## src/rtl/fetch_unit.sv

```systemverilog
// fetch_unit: instruction fetch stage. Issues word requests to instruction
// memory, keeps the returned words in a small prefetch FIFO and hands
// {pc, instr} to decode over a valid/ready pair. A redirect restarts fetch
// at a new address and drops every response that is still in flight.
module fetch_unit #(
    parameter int          FIFO_DEPTH = 2,
    parameter logic [31:0] BOOT_ADDR  = 32'h0000_0000
) (
    input  logic        clk_i,
    input  logic        rst_i,
    output logic        instr_req_o,
    output logic [31:0] instr_addr_o,
    input  logic        instr_gnt_i,
    input  logic        instr_rvalid_i,
    input  logic [31:0] instr_rdata_i,
    output logic        instr_valid_o,
    output logic [31:0] instr_o,
    output logic [31:0] pc_o,
    input  logic        instr_ready_i,
    input  logic        redirect_i,
    input  logic [31:0] redirect_addr_i,
    input  logic        halt_i
);

    localparam int CW = $clog2(FIFO_DEPTH + 1);
    localparam int PW = (FIFO_DEPTH > 1) ? $clog2(FIFO_DEPTH) : 1;

    typedef enum logic {
        RUN,
        HALT
    } state_t;

    state_t state_q;
    state_t state_d;

    logic [31:0]   fetch_addr;
    logic [31:0]   resp_pc;
    logic [31:0]   pc_mem    [FIFO_DEPTH];
    logic [31:0]   instr_mem [FIFO_DEPTH];
    logic [PW-1:0] rd_ptr;
    logic [PW-1:0] wr_ptr;
    logic [CW-1:0] count;
    logic [CW-1:0] outstanding;
    logic [CW-1:0] discard;
    logic [CW:0]   in_use;
    logic [31:0]   redirect_word;
    logic          gnt_fire;
    logic          resp_fire;
    logic          push;
    logic          pop;

    function automatic logic [PW-1:0] ptr_next(input logic [PW-1:0] p);
        logic [PW-1:0] n;
        n = p + PW'(1);
        if (p == PW'(FIFO_DEPTH - 1)) begin
            n = '0;
        end
        return n;
    endfunction

    // Buffered entries plus requests in flight can never exceed the FIFO,
    // so every response that comes back is guaranteed a slot.
    assign in_use        = {1'b0, count} + {1'b0, outstanding};
    assign instr_req_o   = ~rst_i & (state_q == RUN) & ~halt_i & ~redirect_i
                         & (in_use < (CW + 1)'(FIFO_DEPTH));
    assign instr_addr_o  = fetch_addr;
    assign redirect_word = {redirect_addr_i[31:2], 2'b00};

    assign gnt_fire  = instr_req_o & instr_gnt_i;
    assign resp_fire = instr_rvalid_i & (outstanding != '0);
    assign push      = resp_fire & (discard == '0) & ~redirect_i;
    assign pop       = instr_valid_o & instr_ready_i & ~redirect_i;

    assign instr_valid_o = (count != '0);
    assign instr_o       = instr_valid_o ? instr_mem[rd_ptr] : '0;
    assign pc_o          = instr_valid_o ? pc_mem[rd_ptr] : '0;

    // State register for the run/halt controller.
    always_ff @(posedge clk_i) begin
        if (rst_i) begin
            state_q <= RUN;
        end else begin
            state_q <= state_d;
        end
    end

    // Halt is level-sensitive; a redirect also wakes a halted fetcher.
    always_comb begin
        state_d = state_q;
        case (state_q)
            RUN:     if (halt_i) state_d = HALT;
            HALT:    if (!halt_i || redirect_i) state_d = RUN;
            default: state_d = RUN;
        endcase
    end

    // Address, response-PC, FIFO pointer and in-flight bookkeeping.
    always_ff @(posedge clk_i) begin
        if (rst_i) begin
            fetch_addr  <= BOOT_ADDR;
            resp_pc     <= BOOT_ADDR;
            rd_ptr      <= '0;
            wr_ptr      <= '0;
            count       <= '0;
            outstanding <= '0;
            discard     <= '0;
        end else if (redirect_i) begin
            // Everything still in flight after this cycle belongs to the old
            // stream; a response landing right now is consumed here.
            fetch_addr  <= redirect_word;
            resp_pc     <= redirect_word;
            rd_ptr      <= '0;
            wr_ptr      <= '0;
            count       <= '0;
            outstanding <= outstanding - CW'(resp_fire);
            discard     <= outstanding - CW'(resp_fire);
        end else begin
            if (gnt_fire) begin
                fetch_addr <= fetch_addr + 32'd4;
            end
            outstanding <= outstanding + CW'(gnt_fire) - CW'(resp_fire);
            if (resp_fire && (discard != '0)) begin
                discard <= discard - CW'(1);
            end
            if (push) begin
                wr_ptr  <= ptr_next(wr_ptr);
                resp_pc <= resp_pc + 32'd4;
            end
            if (pop) begin
                rd_ptr <= ptr_next(rd_ptr);
            end
            count <= count + CW'(push) - CW'(pop);
        end
    end

    // FIFO storage; contents are only observed through count, so no reset.
    always_ff @(posedge clk_i) begin
        if (push) begin
            pc_mem[wr_ptr]    <= resp_pc;
            instr_mem[wr_ptr] <= instr_rdata_i;
        end
    end

    // A response with nothing outstanding breaks the memory protocol.
    rvalid_without_request : assert property (
        @(posedge clk_i) disable iff (rst_i)
        !(instr_rvalid_i && (outstanding == '0))
    );

endmodule

```

## config.mk

```make
export PLATFORM = sky130hd
export DESIGN_NAME = fetch_unit
export DESIGN_NICKNAME = d
export VERILOG_FILES = /design/src/rtl/fetch_unit.sv
export SDC_FILE = /design/constraint.sdc
export NUM_CORES = 1
export LEC_CHECK = 0
export ABC_AREA = 1
export CORE_ASPECT_RATIO = 2
export CORE_MARGIN = 2
export CORE_UTILIZATION = 30
export DETAILED_ROUTE_END_ITERATION = 6
export MAX_ROUTING_LAYER = met4
export SLEW_MARGIN = 20
export SYNTH_ARGS = -nofsm -noshare
export SYNTH_HDL_FRONTEND = slang
export SYNTH_SLANG_ARGS = --single-unit
```

## constraint.sdc

```tcl
create_clock -name clk_i -period 5.5 [get_ports clk_i]
set_input_delay 1.375 -clock clk_i [delete_from_list [all_inputs] [get_ports clk_i]]
set_output_delay 1.375 -clock clk_i [all_outputs]
set_load 0.01 [all_outputs]
```

==> metrics.yaml <==
routing:
  wl_per_cell_um: 16.4
  drt_wl_total_mm: 27.0
  drt_first_pass_iters: 7
  drcViolationCount: 0
  viasPerCell: 4.83
  drtIter0Drc: 433
  antenna_left: 0
  num_vias: 7944
job:
  maxCapViolCount: 0
timing:
  hold_violations: 0
  fmax_mhz: 232
  skew_ps: 16.2
  rsz0062_at_grt: "no"
  setup_viol: 0
  worst_slew_pin_slew_ps: 914
  maxSlewViolCount: 0
  fin_ws_ps: 1180
  finalCritPeriodShare: 0.785
  fin_tns_setup_ps: 0
  fin_crit_ps: 4320
  relSlewSlack: 0.391
placed_design:
  hpwl_mm: 19.5
  place_ws_ps: 1180
  dpl.cell_count: 1614
  globalplace.congestion: 0.897
  port-buffer-count: 162
finish:
  syn2layout_area_growth_pct: 28.0
  diodes: 0
  multi_input_area_um2: 3600
  n_fill_cell: 3040
  register_area_um2: 5130
  final_cells: 1646
  drive_above_1_share: 0.0524
  fin_nets: 1345
floorplanning:
  io_pins: 169
  die_y_um: 252
  die_w_um: 128
  fp-row-count: 90
  start_util: 0.306
  core_um2: 30200
  dieArea_um2: 32300
synthesis:
  ys_seq_elements: 194
  synth_top_area_share: 0.403
  synthArstFlopShare: 0
  syn_avg_cell_area_um2: 8.28
  ys_warn_count: 0
  synth_area_um2: 9230
  netlist_instances: 1115
  synth_edf_count: 124
  ys_dominant_reg_cell: "edfxtp_1"
  yosysTopAreaCell: "edfxtp_1"
  synth.yosys.seq_area_share: 0.555
  synth_cell_type_count: 36
  ys_top_cells_by_area: "edfxtp_1 40%, nand2_1 16%, dfxtp_1 15%"
global_route:
  antenna_found_initial: 0
  grt_pass1_wl_mm: 41.2
  grt_usage: 0.174
  grt-ovfl-total: 0
  grt_max_degree: 63
  grt_pass1_vias: 7626
worst_setup_path:
  endpoint_kind: "output port"
  cp-start-kind: "input port"
  rrSetupSlack_ps: 2950
  crit_type: "in2out"
  required_ps: 4120
  cp.arrival_ps: 2940
  path_max_fanout: 6
cts:
  cts_root_buf: "clkbuf_16"
  hold_buffers: 0
  clk_pin_slew_ps: 70
  clkLatencyLatePin_ps: 450
  clk_path_buf_depth: 2
  postCtsResizedCells: 0
  cts-htree-levels: 4
  clkSinkCount: 194
  numCtsBuffers: 17
  cts_tree: "yes"
  cts_setup_buffers: 0
status:
  status: "finished clean"
pwr:
  peakVddDrop_mv: 0.230
  p_leak_uw: 0.00427
  p_per_area_nw_per_um2: 276
hold_path:
  min_path_type: "reg2reg"
cell type report:
type | count | area share
clock buffers | 18 | 0.0363
clock inverters | 14 | 0.0118
inverters | 87 | 0.0280
multi-input cells | 794 | 0.305
flip-flops and latches | 194 | 0.434
well taps | 368 | 0.0390
repair buffers | 171 | 0.146
report_power, final:
part / internal, uW / switching (uW) / total [uW]
sequential: 1620 / 60.1 / 1680
combinational: 158 / 201 / 359
clock: 666 / 551 / 1220
layout by cell type (no fill, tap or decap), types with 8 or more instances in the layout:
cell,synthesis,layout
ha_1,8,8
nand3_1,47,47
nor2_2,8,8
clkbuf_16,0,17
xor2_1,16,16
o21ai_0,41,41
dfxtp_1,70,69
nand2_1,394,394
clkdlybuf4s50_1,0,162
nor2_1,112,109
edfxtp_1,124,124
a21oi_1,118,118
a31oi_1,12,12
inv_1,80,80
critical path: stages:
cell and delay [ps]:
clkdlybuf4s50_1 450, nor2_4 290, inv_2 120, nor2_4 150
clkdlybuf4s50_1 550
cell usage after synthesis, drive strengths merged, types with 4 or more instances:
cell	number
nand2	398
nor2	122
a31oi	12
dfxtp	70
buf	17
ha	8
clkbuf	26
a21oi	118
inv	87
o211ai	4
or2	4
edfxtp	124
nand3	47
nand4	4
xnor2	5
o21ai	41
xor2	16
per-stage QoR:
| stage | total power (uW) | instance area (um2) | util | hold slack (ps) |
|---|---|---|---|---|
| after floorplan | 1890 | 9240 | - | 408 |
| final | 3260 | 11800 | 0.391 | 430 |
| after global placement | 2060 | 11200 | 0.372 | 420 |
| after global routing | 3400 | 11800 | 0.391 | 486 |
| after CTS | 3300 | 11800 | 0.391 | 433 |
| after detailed placement | 2070 | 11200 | 0.373 | 423 |
per-layer routing:
layer	track usage	part of all wire	vias up
li1	-	-	3944
met1	0.170	0.36	3736
met2	0.330	0.57	211
met3	0.0248	0.031	53
met4	0.0857	0.040	0
met5	-	0	-
cells by family (layout without fill, tap and decap cells):
| group | count (synthesis) | after routing | share of synthesized area |
|---|---|---|---|
| compound gates | 180 | 180 | 0.102 |
| xor+xnor | 21 | 21 | 0.0199 |
| fa+ha+maj | 9 | 9 | 0.0130 |
| buf+inv | 130 | 290 | 0.0583 |
| flops | 194 | 194 | 0.555 |
| other cells | 1 | 4 | 0.000406 |
| simple gates | 580 | 580 | 0.252 |
flip-flops by register name, summed over array words and instances, names as in the netlist, named ones only:
register      count
wr_ptr            1
discard           2
rd_ptr            1
state_q           1
instr_mem        64
resp_pc          30
outstanding       2
pc_mem           60
count             2
instr_addr_o     30
path summary, 6_finish.rpt:
kind,start,endpoint,cells after the start
max reg2reg,count[0],outstanding[1],14
min,state_q,state_q,1
max,redirect_i,instr_req_o,5
min reg2reg,state_q,state_q,1
Note: power is estimated with default switching activity, not from simulation.
